### src/rtl/pc_fetch_ctrl_pkg.sv
// Shared definitions for the instruction fetch controller: default widths,
// FSM state encoding and the word-alignment width.
package pc_fetch_ctrl_pkg;

  localparam int PC_ADDR_W  = 32;
  localparam int PC_INST_W  = 32;
  localparam int ALIGN_BITS = 2;

  typedef enum logic [1:0] {
    ST_IDLE = 2'd0,
    ST_REQ  = 2'd1,
    ST_WAIT = 2'd2,
    ST_HOLD = 2'd3
  } fetch_state_e;

endpackage

### src/rtl/pc_fetch_perf.sv
// Delivered/dropped instruction-word counters for the fetch controller.
// Both counters wrap and clear on reset.
module pc_fetch_perf (
  input  logic        clk,
  input  logic        rst,
  input  logic        fetch_inc,
  input  logic        drop_inc,
  output logic [31:0] perf_fetch_cnt,
  output logic [31:0] perf_drop_cnt
);

  always_ff @(posedge clk or posedge rst) begin
    if (rst) begin
      perf_fetch_cnt <= '0;
      perf_drop_cnt  <= '0;
    end else begin
      if (fetch_inc) perf_fetch_cnt <= perf_fetch_cnt + 32'd1;
      if (drop_inc)  perf_drop_cnt  <= perf_drop_cnt + 32'd1;
    end
  end

endmodule

### src/rtl/pc_fetch_ctrl.sv
// Instruction fetch sequencer: owns the PC, fetches words from memory and
// holds each one for IF/ID. Optional counters under PC_FETCH_CTRL_PERF_EN.
module pc_fetch_ctrl
  import pc_fetch_ctrl_pkg::*;
#(
  parameter int                ADDR_W   = PC_ADDR_W,
  parameter int                INST_W   = PC_INST_W,
  parameter logic [ADDR_W-1:0] RESET_PC = '0
) (
  input  logic              clk,
  input  logic              rst,
  input  logic              redirect_en,
  input  logic [ADDR_W-1:0] redirect_addr,
  input  logic              stall_id,
  input  logic              stall_mem,
  output logic              mem_req,
  output logic [ADDR_W-1:0] mem_addr,
  input  logic              mem_ready,
  input  logic              mem_done,
  input  logic [INST_W-1:0] mem_rdata,
  output logic              inst_valid,
  output logic [INST_W-1:0] inst,
  output logic [ADDR_W-1:0] inst_pc,
  output logic              if_id_flush,
  output logic [ADDR_W-1:0] pc,
  output logic [1:0]        state_dbg
`ifdef PC_FETCH_CTRL_PERF_EN
  ,
  output logic [31:0]       perf_fetch_cnt,
  output logic [31:0]       perf_drop_cnt
`endif
);

  // Handshake: a request holds mem_req/mem_addr until the cycle mem_ready=1
  // (transfer on that edge); exactly one mem_done later returns the word.
  // An instruction is consumed on any rising edge with inst_valid=1 and stall_id=0.

  fetch_state_e      state, state_n;
  logic [ADDR_W-1:0] pc_n, drop_target, drop_target_n, mem_addr_n, inst_pc_n;
  logic [INST_W-1:0] inst_n;
  logic              drop, drop_n, inst_valid_n, mem_req_n;
  logic [ADDR_W-1:0] target;

  assign target      = {redirect_addr[ADDR_W-1:ALIGN_BITS], {ALIGN_BITS{1'b0}}};
  assign if_id_flush = redirect_en;
  assign state_dbg   = state;

  always_comb begin
    state_n       = state;
    pc_n          = pc;
    drop_n        = drop;
    drop_target_n = drop_target;
    inst_valid_n  = inst_valid;
    inst_n        = inst;
    inst_pc_n     = inst_pc;
    case (state)
      ST_IDLE: begin
        if (redirect_en) pc_n = target;
        if (!stall_mem) state_n = ST_REQ;
      end
      ST_REQ: begin
        // The request in flight is never withdrawn; the redirect is deferred.
        if (redirect_en) begin
          drop_n        = 1'b1;
          drop_target_n = target;
        end
        if (mem_ready) state_n = ST_WAIT;
      end
      ST_WAIT: begin
        if (mem_done) begin
          if (drop || redirect_en) begin
            pc_n    = redirect_en ? target : drop_target;
            drop_n  = 1'b0;
            state_n = stall_mem ? ST_IDLE : ST_REQ;
          end else begin
            inst_n       = mem_rdata;
            inst_pc_n    = pc;
            inst_valid_n = 1'b1;
            pc_n         = pc + ADDR_W'(4);
            state_n      = ST_HOLD;
          end
        end else if (redirect_en) begin
          drop_n        = 1'b1;
          drop_target_n = target;
        end
      end
      ST_HOLD: begin
        if (redirect_en || !stall_id) begin
          if (redirect_en) pc_n = target;
          inst_valid_n = 1'b0;
          state_n      = stall_mem ? ST_IDLE : ST_REQ;
        end
      end
      default: state_n = ST_IDLE;
    endcase
    mem_req_n  = (state_n == ST_REQ);
    mem_addr_n = (state_n == ST_REQ) ? pc_n : mem_addr;
  end

  always_ff @(posedge clk or posedge rst) begin
    if (rst) begin
      state       <= ST_IDLE;
      pc          <= RESET_PC;
      mem_req     <= 1'b0;
      mem_addr    <= '0;
      inst_valid  <= 1'b0;
      inst        <= '0;
      inst_pc     <= '0;
      drop        <= 1'b0;
      drop_target <= '0;
    end else begin
      state       <= state_n;
      pc          <= pc_n;
      mem_req     <= mem_req_n;
      mem_addr    <= mem_addr_n;
      inst_valid  <= inst_valid_n;
      inst        <= inst_n;
      inst_pc     <= inst_pc_n;
      drop        <= drop_n;
      drop_target <= drop_target_n;
    end
  end

`ifdef PC_FETCH_CTRL_PERF_EN
  logic wait_done, fetch_inc, drop_inc;

  always_comb begin
    wait_done = (state == ST_WAIT) && mem_done;
    fetch_inc = wait_done && !(drop || redirect_en);
    drop_inc  = wait_done && (drop || redirect_en);
  end

  pc_fetch_perf u_perf (
    .clk            (clk),
    .rst            (rst),
    .fetch_inc      (fetch_inc),
    .drop_inc       (drop_inc),
    .perf_fetch_cnt (perf_fetch_cnt),
    .perf_drop_cnt  (perf_drop_cnt)
  );
`else
  // Counters are not built in this configuration.
`endif

endmodule
### config.mk
export PLATFORM = sky130hd
export DESIGN_NAME = pc_fetch_ctrl
export DESIGN_NICKNAME = d
export VERILOG_FILES = /design/src/rtl/pc_fetch_ctrl_pkg.sv /design/src/rtl/pc_fetch_perf.sv /design/src/rtl/pc_fetch_ctrl.sv
export SDC_FILE = /design/constraint.sdc
export NUM_CORES = 1
export LEC_CHECK = 0
export BUFFER_PORTS_ARGS = -buffer_cell sky130_fd_sc_hd__buf_2
export CAP_MARGIN = 20
export CORE_AREA = 3 3 141 143
export CTS_CLUSTER_DIAMETER = 80
export CTS_CLUSTER_SIZE = 20
export DETAILED_ROUTE_END_ITERATION = 16
export DIE_AREA = 0 0 144 146
export PLACE_DENSITY = 0.7
export SYNTH_ARGS = -nofsm -noshare
export SYNTH_HDL_FRONTEND = slang
export SYNTH_SLANG_ARGS = --single-unit
### constraint.sdc
create_clock -name clk -period 4.95 [get_ports clk]
set_clock_uncertainty 0.2 [all_clocks]
set_input_delay 0.495 -clock clk [delete_from_list [all_inputs] [get_ports clk]]
set_output_delay 0.495 -clock clk [all_outputs]
set_load 0.03 [all_outputs]
# Word level (Yosys, flattened, before mapping)
# Index checks and enable logic that the tools add are counted.
# totals
regBits,165
latch_bits,0
ramBits,0
rom_bits,0
input_bits,71
out_inout_bits,133
memories,0
# op_classes
n_addsub,1
multipliers,0
n_div,0
order_cmp,0
eq_ne,9
n_shift,0
n_mux,23
n_bitwise,1
reduce_logical,10
# op_table
cell,count
$mux 32,6
$pmux 32 s3,1
$pmux 32 s2,1
$add 32x3->32 const B,1
$mux 2,5
$ne 2x2->1 const B,4
$pmux 2 s4,1
$mux 1,7
$eq 2x1->1 const B,2
$eq 2x2->1 const B,2
$pmux 1 s2,2
$reduce_and 2->1,2
$reduce_and 4->1,1
$reduce_bool 2->1,2
$ne 3x3->1 const B,1
$reduce_and 3->1,1
$logic_not 2->1,1
$logic_or 1x1->1,2
$logic_not 1->1,1
$not 1->1,1

# Logic depth before layout (Yosys ltp)
# depth
ltp_word,5
depth_mapped,9

# Least setup slack after synthesis
# OpenSTA, ideal clock, no wires.
# synth_path
path_kind,reg2reg
from,reg pc[2]
to,reg mem_addr[14]
arrival_time_ps,1990
required_ps,4625
path_slack_ps,2636
stages_incl_launch_ff,7
synth_period_minus_slack_ps,2314
cell_sequence,dfrtp_1 > ha_1 > nand2_1 > nor4_4 > a31oi_1 > o22a_1 > mux2_2
# synth_via
elab_chain_cells,4
# synth_lines
element,line_no,source
from (decl),pc_fetch_ctrl.sv:25,"output logic [ADDR_W-1:0] pc,"
from (signal assigned),pc_fetch_ctrl.sv:113,pc <= pc_n;
$add 32x3->32,pc_fetch_ctrl.sv:79,pc_n = pc + ADDR_W'(4);
$mux 32,pc_fetch_ctrl.sv:71,if (drop || redirect_en) begin
$mux 32,pc_fetch_ctrl.sv:70,if (mem_done) begin
$pmux 32 s3,pc_fetch_ctrl.sv:56,case (state)
named net pc_n[14],pc_fetch_ctrl.sv:39,"logic [ADDR_W-1:0] pc_n, drop_target, drop_target_n, mem_addr_n, inst_pc_n;"
to (signal assigned),pc_fetch_ctrl.sv:115,mem_addr <= mem_addr_n;
to (decl),pc_fetch_ctrl.sv:17,"output logic [ADDR_W-1:0] mem_addr,"
# The timed path passes the listed nets, and every way through them passes these cells.
# A chain may end at the register's enable or synchronous reset.

# Final worst setup path
# layout_path
from,"reg state[1], in the netlist state_dbg[1]"
to,reg mem_addr[13]
# layout_via
elab_chain_cells,3
# layout_lines
element,line_no,source
from (decl),pc_fetch_ctrl.sv:38,"fetch_state_e state, state_n;"
from (signal assigned),pc_fetch_ctrl.sv:112,state <= state_n;
$eq 2x2->1 (tied with other cells),pc_fetch_ctrl.sv:56,
$pmux 2 s4,pc_fetch_ctrl.sv:56,
$eq 2x1->1,pc_fetch_ctrl.sv:97,mem_addr_n = (state_n == ST_REQ) ? pc_n : mem_addr;
# Several ways; a longest one is shown, not always the timed one.

==> out/qor.yml <==
floorplanning:
  initial_core_util_pct: 43.94
  num_rows: 50
  io_pins: 204
  dieArea_mm2: 0.02102
  coreArea_mm2: 0.01871
  die_w_um: 144
  die_h_um: 146
setup_path:
  cp-end-kind: "flip-flop"
  r2r_cells: 8
  rr_startpoint: "state_dbg[1]"
  crit_top_cell: "buf_4"
  cp.required_ps: 5070
  start_kind: "flip-flop"
  timing.rr.end: "mem_addr[13]"
  regToRegSetupSlack_ps: 1650
  worstSetupPathType: "reg -> reg"
  critPathMaxStageDelay_ps: 720
  cpMaxStageDelayCell: "dfrtp_1"
  path_cells: "and2b_1 -> buf_4 -> a22oi_1 -> nand4_1 -> buf_4 -> inv_1 -> buf_4 -> mux2_2"
  cp_max_fo: 29
  arrival_ps: 3420
synthesis:
  ys.flop_type: "dfrtp_1"
  syn_nets: 967
  synth_top_area_share_pct: 50.24
  synthCells: 895
  async_flop_share_pct: 100.0
  synthesis.area_mm2: 0.008219
  synth-edff-count: 0
  yosys_warnings: 0
  synth.distinct_cells: 77
  avgSynthCellArea_um2: 9.183
  ys_ff_latch: 165
  synth_area_leaders: "dfrtp_1, nand2_1, mux2_2, o21ai_0, nor2_1"
  yosysTopAreaCell: "dfrtp_1"
  synth_seq_area_share_pct: 50.24
timing:
  fin_crit_sh_pct: 66.75
  tightest_slew_ps: 1128
  whs_ps: 50.72
  setup_tns_ps: 0
  setup_violations: 0
  fmax_mhz: 302.6
  hold_viol_final: 0
  max-slew-margin-rel_pct: 24.50
  drv_slew: 0
  rsz0062_at_grt: "false"
  min_period_ps: 3304
worst_hold_path:
  hp-class: "in -> reg"
  hold_end: "inst[20]"
  min_from: "mem_rdata[20]"
  min_path_cells: 3
detailed_routing:
  drc_errors: 0
  ant_nets: 0
  routed_wl_mm: 25.47
  num_vias: 7539
  vias_per_cell: 5.755
  drt-wirelength-per-cell_um: 19.45
  first_pass_iters: 7
  drt_iter0_markers: 682
global_routing:
  grt_overflow: 0
  antenna_found_initial: 0
  grt_pass1_wl_mm: 39.33
  grtUsageTotal_pct: 23.89
  grt_pass1_vias: 6970
  grt_max_degree: 166
pwr:
  vdd_ir_drop_max_mv: 0.3732
  p_leak_nw: 4.959
  power_density_mw_per_mm2: 762.0
cts:
  cts-root-buf: "clkbuf_16"
  htree_levels: 4
  cts.path.max_buffers: 2
  post_cts_resized: 0
  cts.sinks: 165
  cts-buffers-inserted: 17
  cts_tree: "built"
  postCtsHoldBufs: 0
  post_cts_buffers: 0
  clock_latency_ps: 430
  path_clk_slew_ps: 60
layout:
  area_delta_synth_final_pct: 21.74
  design_area_mm2: 0.01001
  fin_nets: 1134
  finish.utilization_pct: 53.49
  drive_gt1_share_pct: 27.26
run_status:
  outcome: "finished clean"
place:
  io_buffers: 201
  dp_hpwl_mm: 17.55
  gp_congestion: 0.8725
  dpl_cell_area_mm2: 0.009341
run:
  cap_violations: 0
==> synthesized netlist by cell type, drive strengths merged, types with 4 or more instances <==
master	count
nor2b	5
o22ai	4
nor4	10
nand2	228
inv	21
a21oi	34
a211o	5
nand3	26
a221oi	10
dfrtp	165
o31ai	10
a22o	4
o211ai	7
a21o	4
a22oi	7
mux2	35
buf	41
o221ai	6
nand2b	5
nand4	10
and3	6
mux2i	12
nor2	54
and2	4
clkbuf	26
a221o	6
nor3b	5
o21ai	61
a31oi	16
nor3	14
==> sequential cells by signal, indices dropped and copies added (netlist names) <==
| register | flops |
|---|---|
| drop | 1 |
| drop_target | 32 |
| inst | 32 |
| inst_pc | 32 |
| inst_valid | 1 |
| mem_addr | 32 |
| mem_req | 1 |
| pc | 32 |
| state_dbg | 2 |
==> cell type report <==
class	instances	area, um2
Inverter	22	86.33
Multi-Input combinational cell	641	3710
Clock inverter	10	167.7
Tap cell	234	292.8
Timing Repair Buffer	215	1124
Antenna cell	1	2.502
Sequential cell	165	4129
Fill cell	1724	8700
Clock buffer	22	494.2
==> worst max-delay path, delay by kind of cell (launching register included) <==
kind | cells | cell delay (ps)
and+or+nand+nor | 2 | 370
DFF | 1 | 720
AOI/OAI and AO/OA | 1 | 270
muxes | 1 | 380
buffers and inverters | 4 | 1220
==> per-layer routing <==
metal / wire length (um) / vias up / GRT usage (%)
li1: - / 3502 / -
met4: 536 / 0 / 7.062
met1: 11260 / 3595 / 34.03
met2: 11200 / 391 / 35.80
met3: 2484 / 51 / 6.342
met5: 0 / - / 0
==> power breakdown <==
group / switching (W) / total, W / internal, W
Sequential: 0.000640 / 0.00262 / 0.00198
Clock: 0.000550 / 0.00147 / 0.000916
Combinational: 0.00240 / 0.00354 / 0.00114
Total: 0.00359 / 0.00762 / 0.00403
==> cells by family (layout without fill, tap and decap cells) <==
kind of cell,Yosys count,count (layout),share of synthesized area (%)
AND/OR/NAND/NOR,388,388,21.75
other,0,1,0
adder cells (fa/ha/maj),1,1,0.1522
flip-flops,165,165,50.24
AO/OA/AOI/OAI,202,202,16.46
buffers and inverters,89,269,4.826
XOR/XNOR,3,3,0.3197
multiplexers,47,47,6.257
==> how the worst max path moves through the flow <==
stage	from	endpoint	slack (ps)	cells after the start
floorplan	rst	drop	2160	1
global placement	redirect_en	mem_addr[6]	1670	8
detailed placement	redirect_en	mem_addr[14]	1620	8
CTS	state_dbg[1]	mem_addr[13]	1640	8
global route	state_dbg[1]	mem_addr[26]	1450	8
finish	state_dbg[1]	mem_addr[13]	1650	8
==> through the flow <==
| stage | setup slack (ps) | instances | total power (W) |
|---|---|---|---|
| 6_report | 1646 | 1310 | 0.007625 |
| 5_1_grt | 1445 | 1309 | 0.008084 |
| 4_1_cts | 1643 | 1309 | 0.007639 |
| 3_5_place_dp | 1616 | 1277 | 0.006165 |
| 3_3_place_gp | 1671 | 1277 | 0.006083 |
| 2_1_floorplan | 2156 | 895 | 0.005014 |
==> layout by cell type (no fill, tap or decap), types with 15 or more instances in the layout <==
cell         n
o21ai_0     52
dfrtp_1    165
nand3_1     23
inv_1       19
nor2_1      53
a21oi_1     34
clkbuf_16   17
mux2_2      27
buf_2      201
a31oi_1     15
nand2_1    228
No activity file was read; power rests on OpenSTA's default activity.
